<file path="config.mk">
export PLATFORM = sky130hd
export DESIGN_NAME = fp_add_share_ctrl_flat
export DESIGN_NICKNAME = d
export VERILOG_FILES = /design/src/rtl/fp_add_share_ctrl_if.sv /design/src/rtl/fp_add_share_ctrl.sv /design/src/flat_wrapper.sv
export SDC_FILE = /design/constraint.sdc
export NUM_CORES = 1
export LEC_CHECK = 0
export CORE_MARGIN = 4
export CORE_UTILIZATION = 42
export DETAILED_ROUTE_END_ITERATION = 12
export PLACE_DENSITY = 0.86
export SLEW_MARGIN = 15
export SYNTH_ARGS = -nofsm -noshare
export SYNTH_HDL_FRONTEND = slang
export SYNTH_SLANG_ARGS = --single-unit
</file>
<file path="constraint.sdc">
create_clock -name clk -period 3.8 [get_ports clk]
set_input_delay 0.76 -clock clk [delete_from_list [all_inputs] [get_ports clk]]
set_output_delay 0.76 -clock clk [all_outputs]
set_load 0.005 [all_outputs]
</file>
<file path="src/rtl/fp_add_share_ctrl_if.sv">
// Bus bundle between the FP issue logic, the shared adder and the result consumer.
interface fp_add_share_ctrl_if;
    logic        req0_valid;
    logic        req0_ready;
    logic [31:0] req0_a;
    logic [31:0] req0_b;
    logic        req1_valid;
    logic        req1_ready;
    logic [31:0] req1_a;
    logic [31:0] req1_b;
    logic [31:0] add_a;
    logic [31:0] add_b;
    logic [31:0] add_res;
    logic        res_valid;
    logic        res_ready;
    logic [31:0] res_data;
    logic        res_id;
    logic        busy;

    // Scheduler side: takes requests and the adder sum, drives adder operands and results.
    modport slave (
        input  req0_valid, req0_a, req0_b,
        input  req1_valid, req1_a, req1_b,
        input  add_res, res_ready,
        output req0_ready, req1_ready,
        output add_a, add_b,
        output res_valid, res_data, res_id, busy
    );

    // Environment side: requesters, shared adder and result consumer.
    modport master (
        output req0_valid, req0_a, req0_b,
        output req1_valid, req1_a, req1_b,
        output add_res, res_ready,
        input  req0_ready, req1_ready,
        input  add_a, add_b,
        input  res_valid, res_data, res_id, busy
    );
endinterface

</file>
<file path="src/rtl/fp_add_share_ctrl.sv">
// Round-robin scheduler time-sharing one combinational FP32 adder between two requesters.
//
// state  | meaning
// IDLE   | arbitrating; the granted requester sees ready
// BUSY   | operands held on the adder, counting down the settle latency
// RESP   | sum captured, held on the result port until res_ready
module fp_add_share_ctrl #(
    parameter int ADD_LAT = 2
) (
    input  logic                 clk,
    input  logic                 rst,
    fp_add_share_ctrl_if.slave   bus
);

    localparam int CW = (ADD_LAT < 1) ? 1 : $clog2(ADD_LAT + 1);

    typedef enum logic [1:0] {
        S_IDLE = 2'd0,
        S_BUSY = 2'd1,
        S_RESP = 2'd2
    } state_t;

    state_t          state;
    state_t          state_nxt;
    logic [CW-1:0]   counter;
    logic            last_grant;
    logic            grant;
    logic            accept0;
    logic            accept1;
    logic            req0_ready;
    logic            req1_ready;
    logic            res_valid;

    // Round-robin grant: a lone valid requester wins, a tie goes to the one not served last.
    always_comb begin
        grant = 1'b0;
        if (bus.req0_valid && bus.req1_valid) begin
            grant = ~last_grant;
        end else if (bus.req1_valid) begin
            grant = 1'b1;
        end
    end

    assign accept0 = bus.req0_valid && req0_ready;
    assign accept1 = bus.req1_valid && req1_ready;

    // State register.
    always_ff @(posedge clk) begin
        if (rst) begin
            state <= S_IDLE;
        end else begin
            state <= state_nxt;
        end
    end

    // Next-state logic.
    always_comb begin
        state_nxt = state;
        case (state)
            S_IDLE: begin
                if (accept0 || accept1) begin
                    state_nxt = S_BUSY;
                end
            end
            S_BUSY: begin
                if (counter == '0) begin
                    state_nxt = S_RESP;
                end
            end
            S_RESP: begin
                if (res_valid && bus.res_ready) begin
                    state_nxt = S_IDLE;
                end
            end
            default: state_nxt = S_IDLE;
        endcase
    end

    // Handshake outputs: ready only while arbitrating and never during reset.
    always_comb begin
        req0_ready = 1'b0;
        req1_ready = 1'b0;
        if (state == S_IDLE && !rst) begin
            req0_ready = (grant == 1'b0);
            req1_ready = (grant == 1'b1);
        end
    end

    // Operand capture, latency countdown and result capture; operands stay put between jobs.
    always_ff @(posedge clk) begin
        if (rst) begin
            bus.add_a    <= '0;
            bus.add_b    <= '0;
            bus.res_data <= '0;
            bus.res_id   <= 1'b0;
            res_valid    <= 1'b0;
            last_grant   <= 1'b1;
            counter      <= '0;
        end else begin
            case (state)
                S_IDLE: begin
                    if (accept0) begin
                        bus.add_a  <= bus.req0_a;
                        bus.add_b  <= bus.req0_b;
                        bus.res_id <= 1'b0;
                        last_grant <= 1'b0;
                        counter    <= CW'(ADD_LAT - 1);
                    end else if (accept1) begin
                        bus.add_a  <= bus.req1_a;
                        bus.add_b  <= bus.req1_b;
                        bus.res_id <= 1'b1;
                        last_grant <= 1'b1;
                        counter    <= CW'(ADD_LAT - 1);
                    end
                end
                S_BUSY: begin
                    if (counter != '0) begin
                        counter <= counter - 1'b1;
                    end else begin
                        bus.res_data <= bus.add_res;
                        res_valid    <= 1'b1;
                    end
                end
                S_RESP: begin
                    if (res_valid && bus.res_ready) begin
                        res_valid <= 1'b0;
                    end
                end
                default: ;
            endcase
        end
    end

    assign bus.req0_ready = req0_ready;
    assign bus.req1_ready = req1_ready;
    assign bus.res_valid  = res_valid;
    assign bus.busy       = (state != S_IDLE);

endmodule

</file>
<file path="src/flat_wrapper.sv">
// flat-port wrapper written by rule: the top's interface ports become plain ports
module fp_add_share_ctrl_flat 
#(
    parameter int ADD_LAT = 2
)
  (clk, rst, bus_req0_valid, bus_req0_a, bus_req0_b, bus_req1_valid, bus_req1_a, bus_req1_b, bus_add_res, bus_res_ready, bus_req0_ready, bus_req1_ready, bus_add_a, bus_add_b, bus_res_valid, bus_res_data, bus_res_id, bus_busy);
  fp_add_share_ctrl_if bus_i ();
  input  logic clk;
  input  logic rst;
  input wire logic [$bits(bus_i.req0_valid)-1:0] bus_req0_valid;
  input wire logic [$bits(bus_i.req0_a)-1:0] bus_req0_a;
  input wire logic [$bits(bus_i.req0_b)-1:0] bus_req0_b;
  input wire logic [$bits(bus_i.req1_valid)-1:0] bus_req1_valid;
  input wire logic [$bits(bus_i.req1_a)-1:0] bus_req1_a;
  input wire logic [$bits(bus_i.req1_b)-1:0] bus_req1_b;
  input wire logic [$bits(bus_i.add_res)-1:0] bus_add_res;
  input wire logic [$bits(bus_i.res_ready)-1:0] bus_res_ready;
  output wire logic [$bits(bus_i.req0_ready)-1:0] bus_req0_ready;
  output wire logic [$bits(bus_i.req1_ready)-1:0] bus_req1_ready;
  output wire logic [$bits(bus_i.add_a)-1:0] bus_add_a;
  output wire logic [$bits(bus_i.add_b)-1:0] bus_add_b;
  output wire logic [$bits(bus_i.res_valid)-1:0] bus_res_valid;
  output wire logic [$bits(bus_i.res_data)-1:0] bus_res_data;
  output wire logic [$bits(bus_i.res_id)-1:0] bus_res_id;
  output wire logic [$bits(bus_i.busy)-1:0] bus_busy;
  assign bus_i.req0_valid = bus_req0_valid;
  assign bus_i.req0_a = bus_req0_a;
  assign bus_i.req0_b = bus_req0_b;
  assign bus_i.req1_valid = bus_req1_valid;
  assign bus_i.req1_a = bus_req1_a;
  assign bus_i.req1_b = bus_req1_b;
  assign bus_i.add_res = bus_add_res;
  assign bus_i.res_ready = bus_res_ready;
  assign bus_req0_ready = bus_i.req0_ready;
  assign bus_req1_ready = bus_i.req1_ready;
  assign bus_add_a = bus_i.add_a;
  assign bus_add_b = bus_i.add_b;
  assign bus_res_valid = bus_i.res_valid;
  assign bus_res_data = bus_i.res_data;
  assign bus_res_id = bus_i.res_id;
  assign bus_busy = bus_i.busy;
  fp_add_share_ctrl #(.ADD_LAT(ADD_LAT)) u_core (.clk(clk), .rst(rst), .bus(bus_i));
endmodule
</file>
==> results of run 1 <==
==> placed cells by master (no fill, tap or decap), types with 2 or more instances in the layout <==
master           synthesis  layout
clkdlybuf4s50_1          0     265
nor3_2                 114     114
dfxtp_1                103     103
nor2_1                  67      67
nand2_1                 67      67
o21ai_0                 63      63
a21oi_1                 35      35
nor3_1                  14      14
clkbuf_16                0       9
inv_1                    6       6
ha_1                     5       5
buf_12                   0       4
nand2b_1                 3       3
a21boi_0                 2       2
and2_1                   3       2
o21ai_1                  3       2
nand4_1                  2       2
o31ai_1                  2       2
a211o_1                  2       2
inv_6                    0       2
clkinv_4                 0       2
buf_4                    7       2
==> worst max-delay path: stages <==
cell and delay, ns:
clkdlybuf4s50_1 0.50, and2b_1 0.35, and2_1 0.20, clkdlybuf4s50_1 0.54
==> how the worst min path moves through the flow <==
stage               depth (start not counted)                       to  slack [ns]
finish                                      2  u_core.bus.res_data[10]        0.46
global placement                            2  u_core.bus.res_data[27]        0.44
floorplan                                   1        u_core.last_grant        0.44
global route                                2   u_core.bus.res_data[0]        0.48
CTS                                         2  u_core.bus.res_data[10]        0.46
detailed placement                          2  u_core.bus.res_data[10]        0.45
==> cell families after synthesis <==
group / after synthesis
fa+ha+maj: 5
compound gates: 111
simple gates: 276
flops: 103
buf+inv: 51
==> layer usage <==
layer / global-route usage (%) / routed length [microns] / vias up / part of all wire, %
met3: 8.74 / 1470 / 16 / 9.6
met4: 6.73 / 225 / 0 / 1.5
li1: - / - / 2337 / -
met2: 40.7 / 8040 / 204 / 52
met1: 24.7 / 5680 / 2277 / 37
met5: 0 / 0 / - / 0
==> per-stage QoR <==
step	setup slack, ns	area (sq um)
2_1_floorplan	1.91	4800
4_1_cts	0.679	7770
3_5_place_dp	0.691	7490
3_3_place_gp	0.726	7490
6_report	0.686	7770
5_1_grt	0.640	7770
==> final cells by class <==
cell class              count  area, sq um
clock inverters             5         40.0
well taps                 140          175
multi-input cells         392         2480
repair buffers            271         2750
flip-flops and latches    103         2060
clock buffers              11          243
inverters                   6         22.5
fillers                   836         3260
==> where the power goes <==
group	switching, mW	leakage (nW)	internal, mW
registers	0.124	0.846	1.33
logic	0.863	1.89	0.861
clock network	0.403	0.140	0.469
==> registers in the layout, indices dropped and copies added (netlist names) <==
register,count
u_core.state,2
u_core.bus.res_data,32
u_core.bus.res_id,1
u_core.bus.res_valid,1
u_core.bus.add_b,32
u_core.bus.add_a,32
u_core.counter,2
u_core.last_grant,1
==> impl_metrics.yaml, run 1 <==
floorplanning:
  die_height_microns: 115
  io_pins: 266
  die_width_microns: 115
  start_util_pct: 43.5
  core-area_sq_mm: 0.0110
  row_count: 38
  die-area_sq_mm: 0.0132
power_and_ir_drop:
  p_per_area_mw_per_mm2: 521
  leakage_nw: 2.87
  total_power_mw: 4.05
  max-vdd-ir-drop_mv: 0.309
setup_path:
  startpoint: "rst"
  crit_path_end_kind: "output port"
  path_max_fanout: 5
  r2r_slack_ns: 1.58
  r2r_start: "u_core.state[0]"
  crit_required_ns: 3.04
  endpoint: "bus_req1_ready"
  crit_type: "in2out"
  startpoint_type: "primary input"
  worst_ep_arrival_time_ns: 2.35
  r2r_cells: 7
  rr_endpoint: "u_core.bus.add_b[20]"
clock_tree:
  cts.sinks: 103
  clkTransAtPathRegs_ns: 0.07
  post_cts_buffers: 0
  cts-hold-fix-buffers: 0
  htreeDepth: 3
  cts-resized-gates: 0
  clock_path_buffers: 2
  root_buffer: "clkbuf_16"
  numCtsBuffers: 9
  insertion_delay_ns: 0.33
  cts_tree: "yes"
global_routing:
  grt_pass1_wl_mm: 24.4
  grt_overflow: 0
  grt_pass1_vias: 5110
  antenna_found_initial: 0
  grt_max_degree: 54
  grt_use_total_pct: 22.7
final_layout:
  nets: 953
  diodes: 0
  fin_util_pct: 70.4
  drive_above_1_share_pct: 18.0
  instances_no_fill: 928
  area.growth.synth_to_final_pct: 61.9
timing:
  drv_slew: 0
  relSlewSlack_pct: 33.2
  setup_tns_ns: 0
  setup_viol: 0
  hold_viol_final: 0
  holdWs_ns: 0.455
  fmaxAchievable_mhz: 321
  tightest_slew_ns: 0.998
  fin_crit_ns: 3.11
  skew_ns: 0.0105
  min_period_over_period_pct: 81.9
  rsz0062_at_grt: "false"
synthesis:
  ys_seq_area_share_pct: 43.0
  synth_seq_cells: 103
  netlist_top_cells_count: "114 x nor3_2, 103 x dfxtp_1, 67 x nand2_1, 67 x nor2_1, 63 x o21ai_0"
  synthFlopType: "dfxtp_1"
  synth_edf_count: 0
  synth_xor_area_share_pct: 0
  avgSynthCellArea_sq_um: 8.79
  synthSimpleGateAreaFrac_pct: 37.7
  synthAdderAreaFrac_pct: 1.30
  synth.area.top_cells: "dfxtp_1 43%, nor3_2 24%, o21ai_0 6.6%, nand2_1 5.2%, nor2_1 5.2%"
  synthesis.instances: 546
  synthMuxAreaShare_pct: 0
  synthArstFlopShare_pct: 0
  syn_nets: 716
  synth_top_cell_by_area: "dfxtp_1"
  yosysUniqueCellTypes: 30
  synth-compound-area-share_pct: 12.3
  synth.yosys.warnings: 0
  synth_area_sq_mm: 0.00480
  synth_top_area_share_pct: 43.0
  yosysMostFrequentCell: "nor3_2"
  synth_top_family_by_area: "simple AND/OR/NAND/NOR gates"
detailed_routing:
  drc: 0
  routed_wl_mm: 15.4
  num_vias: 4834
  dr.first_iter.drc_count: 295
  drtAntennaViolNets: 0
  avgRoutedWirePerCell_microns: 16.6
  vias_per_cell: 5.21
  drtPass1Iterations: 6
place:
  gp_congestion: 0.820
  port-buffer-count: 265
  place_hpwl_mm: 11.5
  dp.cells: 912
status:
  outcome: "complete, no violations"
min_path:
  hold_start: "u_core.bus.res_data[10]"
  hold_class: "reg2reg"
job:
  cap_violations: 0
(Power assumes the default switching activity.)
==> run 2, diff against run 1 <==
- CORE_UTILIZATION: 42 -> 39
- PLACE_DENSITY: 0.86 -> 0.81
- clock period: 3.8 -> 2.98 ns (I/O delays scaled with it)
==> run 2 against run 1 <==
  * Die area increased by 7.1%
  * Utilization is 4.9 points lower
  * Combinational power increased by 30%
  * Via count increased by 0.31%
  * Clock skew shrank 0.0041 ns
  * Sequential power up 28%
  * Flip-flop and latch count is the same
  * Global-route usage is 1.3 points lower
  * First-iteration DRC count fell by 10%
  * Sequential share of layout area is 0.36 points lower
  * Design area rose by 1.4%
  * Largest cell class unchanged
  * Largest power group unchanged
  * Highest routed layer unchanged
==> impl_metrics.yaml, run 2 (synthesis gave the netlist of run 1 again) <==
detailed_routing:
  wl_met3_mm: 1.46
  drtAntennaViolNets: 0
  drc: 0
  num_vias: 4849
  vias_per_cell: 5.15
  wl_met2_mm: 7.70
  drtPass1Iterations: 4
  wl_met1_mm: 6.03
  routed_wl_mm: 15.5
  routed.top_layer: "met4"
  dr.first_iter.drc_count: 265
  avgRoutedWirePerCell_microns: 16.5
global_routing:
  grt_max_degree: 67
  antenna_found_initial: 0
  grt_pass1_vias: 4910
  grt_use_total_pct: 21.4
  grt_overflow: 0
  grt_pass1_wl_mm: 24.7
final_layout:
  diodes: 0
  nets: 961
  layout_commonest_cell: "clkdlybuf4s50_1"
  top_regs: "u_core.bus.add_a (32), u_core.bus.add_b (32), u_core.bus.res_data (32)"
  drive_above_1_share_pct: 18.6
  area.growth.synth_to_final_pct: 64.1
  mostFrequentLayoutCells: "265 x clkdlybuf4s50_1, 114 x nor3_2, 103 x dfxtp_1, 67 x nor2_1, 67 x nand2_1"
  fin_util_pct: 65.6
timing:
  setup_viol: 0
  skew_ns: 0.00641
  rsz0062_at_grt: "false"
  setup_tns_ns: 0
  tightest_slew_ns: 0.981
  relSlewSlack_pct: 34.4
  min_period_over_period_pct: 90.4
  hold_viol_final: 0
  drv_slew: 0
  fmaxAchievable_mhz: 371
  fin_crit_ns: 2.69
clock_tree:
  cts.sinks: 103
  htreeDepth: 3
  cts-resized-gates: 0
  clock_path_buffers: 2
  numCtsBuffers: 9
  clkTransAtPathRegs_ns: 0.07
  insertion_delay_ns: 0.34
  post_cts_buffers: 0
  cts-hold-fix-buffers: 0
  cts_tree: "yes"
  root_buffer: "clkbuf_16"
floorplanning:
  core-area_sq_mm: 0.0120
  io_pins: 266
  die_width_microns: 119
  die-area_sq_mm: 0.0141
  start_util_pct: 39.9
  die_height_microns: 119
  row_count: 40
setup_path:
  cpMaxStageDelayCell: "clkdlybuf4s50_1"
  cp_num_buf_inv: 2
  slowest_delay_ns: 0.53
  cp_top_family: "buffers and inverters"
  worst_ep_arrival_time_ns: 2.10
  crit_required_ns: 2.38
  path_max_fanout: 7
  startpoint: "u_core.state[0]"
  r2r_cells: 7
  path_depth: 5
  endpoint: "bus_req1_ready"
  r2r_slack_ns: 0.91
  crit_path_cell_trace: "inv_1, ha_1, and2b_1, and2_1, clkdlybuf4s50_1"
  rr_endpoint: "u_core.bus.add_b[8]"
  crit_path_end_kind: "output port"
  crit_type: "reg2out"
  r2r_start: "u_core.state[0]"
  startpoint_type: "flop"
power_and_ir_drop:
  p_int_mw: 3.53
  leakage_nw: 2.93
  p_per_area_mw_per_mm2: 672
  switching_power_mw: 1.77
  max-vdd-ir-drop_mv: 0.298
  clkPwrFrac_pct: 23.0
  seqPwrFrac_pct: 35.0
  pwr-share-comb_pct: 42.1
  p_sw_share_pct: 33.4
place:
  gp_congestion: 0.815
  port-buffer-count: 265
  place_hpwl_mm: 11.5
min_path:
  hold_class: "reg2reg"
  hold_start: "u_core.bus.res_data[22]"
status:
  outcome: "complete, no violations"
job:
  cap_violations: 0
[run 2: changes by cell type in the layout (fill, tap and decap cells not counted), sizes merged]
cell	change
buf	+8
clkbuf	+2
clkinv	-2
inv	-2
bufinv	+1
[run 2: worst reg2reg max path, stage by stage, from the launching register on]
cell and delay, ns:
dfxtp_1 0.33, inv_1 0.12, ha_1 0.30, and2b_1 0.28, and3_4 0.43, buf_4 0.29, nor3_1 0.08, nor3_2 0.17
[run 2: area by class of cell]
cell class              instances  area, sq um
clock inverters                 2         38.8
fillers                       977         4140
well taps                     147          184
inverters                       6         22.5
flip-flops and latches        103         2060
clock buffers                  13          270
repair buffers                279         2820
multi-input cells             392         2480
[run 2: worst min path at each step]
stage                                          to  slack (ns)  cells after the start
after floorplan                 u_core.last_grant        0.44                      1
after global placement    u_core.bus.res_data[18]        0.44                      2
after detailed placement   u_core.bus.res_data[8]        0.45                      2
after CTS                  u_core.bus.res_data[8]        0.46                      2
after global routing      u_core.bus.res_data[22]        0.47                      2
final                     u_core.bus.res_data[22]        0.45                      2
[run 2: power by group through the flow]
stage	sequential, mW	clock (mW)	combinational (mW)
global route	1.88	1.31	2.43
CTS	1.85	1.26	2.25
finish	1.85	1.22	2.23
detailed placement	1.88	0	2.24
global placement	1.86	0	2.17
floorplan	1.89	0	1.12
[run 2: routing by layer]
metal | track usage (%) | vias to the layer above
li1 | - | 2350
met1 | 23.5 | 2263
met2 | 37.3 | 212
met3 | 8.12 | 24
met4 | 8.11 | 0
met5 | 0 | -
[run 2: stage by stage]
stage                     setup slack [ns]  hold WS, ns  instance area, sq um  power (mW)  instances
after floorplan                       1.36        0.444                  4800        3.01        546
after global placement               0.296        0.441                  7570        4.03        927
after detailed placement             0.278        0.446                  7570        4.11        927
after CTS                            0.264        0.455                  7880        5.35        942
after global routing                 0.144        0.474                  7880        5.62        942
final                                0.287        0.453                  7880        5.29        942
==> run 3, diff against run 2 <==
- CORE_UTILIZATION: 39 -> 40
- CTS_BUF_LIST: default -> sky130_fd_sc_hd__clkbuf_4 sky130_fd_sc_hd__clkbuf_8
- PLACE_DENSITY: 0.81 -> 0.83
==> run 3 against run 2 <==
  * Largest power group unchanged
  * Non-clock buffer count down 2
  * Largest cell class unchanged
  * Flip-flop and latch count unchanged
  * Critical path type unchanged
  * Fmax shrank 5.4%
  * Clock power down 23%
  * Design area decreased by 1.5%
  * First-iteration DRC count is 9.1% higher
==> impl_metrics.yaml, run 3 (synthesis gave the netlist of run 1 again) <==
place:
  place_hpwl_mm: 11.7
  place_ws_ns: 0.199
  gp_congestion: 0.786
  port-buffer-count: 265
global_routing:
  grt_max_degree: 66
  antenna_found_initial: 0
  grt_pass1_vias: 5104
  grt_overflow: 0
  grt_use_total_pct: 22.4
  grt_pass1_wl_mm: 25.2
power_and_ir_drop:
  p_per_area_mw_per_mm2: 649
  leakage_nw: 2.88
  max-vdd-ir-drop_mv: 0.342
  total_power_mw: 5.03
setup_path:
  cpMaxStageDelayCell: "clkdlybuf4s50_1"
  cp_top_family: "buffers and inverters"
  crit_path_cell_trace: "inv_1, ha_1, and2b_1, and2_1, clkdlybuf4s50_1"
  crit_required_ns: 2.38
  crit_path_end_kind: "output port"
  path_max_fanout: 7
  slowest_delay_ns: 0.57
  worst_ep_arrival_time_ns: 2.25
  startpoint_type: "flop"
  cp_num_buf_inv: 2
  crit_type: "reg2out"
final_layout:
  top_regs: "u_core.bus.add_a (32), u_core.bus.add_b (32), u_core.bus.res_data (32)"
  drive_above_1_share_pct: 18.6
  nets: 959
  area.growth.synth_to_final_pct: 61.7
  fillers: 911
  fin_util_pct: 67.1
  layout_commonest_cell: "clkdlybuf4s50_1"
  diodes: 0
  multi_input_area_sq_mm: 0.00248
  mostFrequentLayoutCells: "265 x clkdlybuf4s50_1, 114 x nor3_2, 103 x dfxtp_1, 67 x nor2_1, 67 x nand2_1"
  regArea_sq_mm: 0.00206
clock_tree:
  post_cts_buffers: 0
  htreeDepth: 3
  insertion_delay_ns: 0.38
  clkTransAtPathRegs_ns: 0.09
  cts_tree: "yes"
  cts-resized-gates: 0
  numCtsBuffers: 9
  root_buffer: "clkbuf_8"
  cts-hold-fix-buffers: 0
  cts.sinks: 103
  clock_path_buffers: 2
timing:
  setup_ws_ns: 0.133
  skew_ns: 0.00832
  drv_slew: 0
  relSlewSlack_pct: 32.1
  fin_crit_ns: 2.85
  tightest_slew_ns: 1.02
  rsz0062_at_grt: "false"
  hold_viol_final: 0
  fmaxAchievable_mhz: 351
  min_period_over_period_pct: 95.5
  setup_viol: 0
  setup_tns_ns: 0
detailed_routing:
  avgRoutedWirePerCell_microns: 16.9
  num_vias: 4893
  routed_wl_mm: 15.8
  wl_met1_mm: 5.90
  vias_per_cell: 5.22
  wl_met3_mm: 1.58
  drtAntennaViolNets: 0
  dr.first_iter.drc_count: 289
  routed.top_layer: "met4"
  drc: 0
  drtPass1Iterations: 4
  wl_met2_mm: 7.78
floorplanning:
  core-area_sq_mm: 0.0116
  die-area_sq_mm: 0.0138
  die_height_microns: 118
  io_pins: 266
  row_count: 39
  start_util_pct: 41.5
  die_width_microns: 118
job:
  cap_violations: 0
status:
  outcome: "complete, no violations"
min_path:
  hold_class: "reg2reg"
==> run 3: cell type report <==
cell class | instances | share of cell area (%)
Inverter | 6 | 0.290
Multi-Input combinational cell | 392 | 31.9
Clock buffer | 13 | 2.23
Tap cell | 143 | 2.31
Clock inverter | 3 | 0.516
Timing Repair Buffer | 277 | 36.1
Sequential cell | 103 | 26.6
==> run 3: worst register-to-register path: cells and delay by family, from the launching register on <==
kind                       cells  cell delay, ns
DFF                            1            0.34
and+or+nand+nor                2            0.70
adders and majority gates      1            0.32
buffers and inverters          2            0.45
AOI/OAI and AO/OA              1            0.25
==> run 3: worst paths after layout <==
| path | to | slack, ns | from | cells past startpoint |
|---|---|---|---|---|
| worst min-delay path | u_core.bus.res_data[1] | 0.46 | u_core.bus.res_data[1] | 2 |
| worst min register to register | u_core.bus.res_data[1] | 0.46 | u_core.bus.res_data[1] | 2 |
| worst max register to register | u_core.bus.res_id | 0.82 | u_core.state[1] | 6 |
| worst max-delay path | bus_req1_ready | 0.13 | u_core.state[1] | 5 |
==> run 3: routing by layer <==
metal  global-route usage [%]  vias to the layer above
met2                     39.0                      227
li1                         -                     2343
met4                     10.8                        0
met3                     9.18                       37
met1                     23.5                     2286
met5                        0                        -
==> run 3: stage by stage <==
| stage | instance area, sq um | hold slack, ns | std cells |
|---|---|---|---|
| floorplan | 4800 | 0.444 | 546 |
| global placement | 7530 | 0.442 | 920 |
| detailed placement | 7550 | 0.447 | 921 |
| CTS | 7760 | 0.460 | 937 |
| global route | 7760 | 0.474 | 937 |
| finish | 7760 | 0.459 | 937 |
==> run 3: report_power, final <==
part | leakage, nW | switching (mW) | internal [mW]
Combinational | 1.92 | 1.12 | 1.12
Sequential | 0.846 | 0.162 | 1.69
Clock | 0.113 | 0.476 | 0.464
Total | 2.88 | 1.76 | 3.28
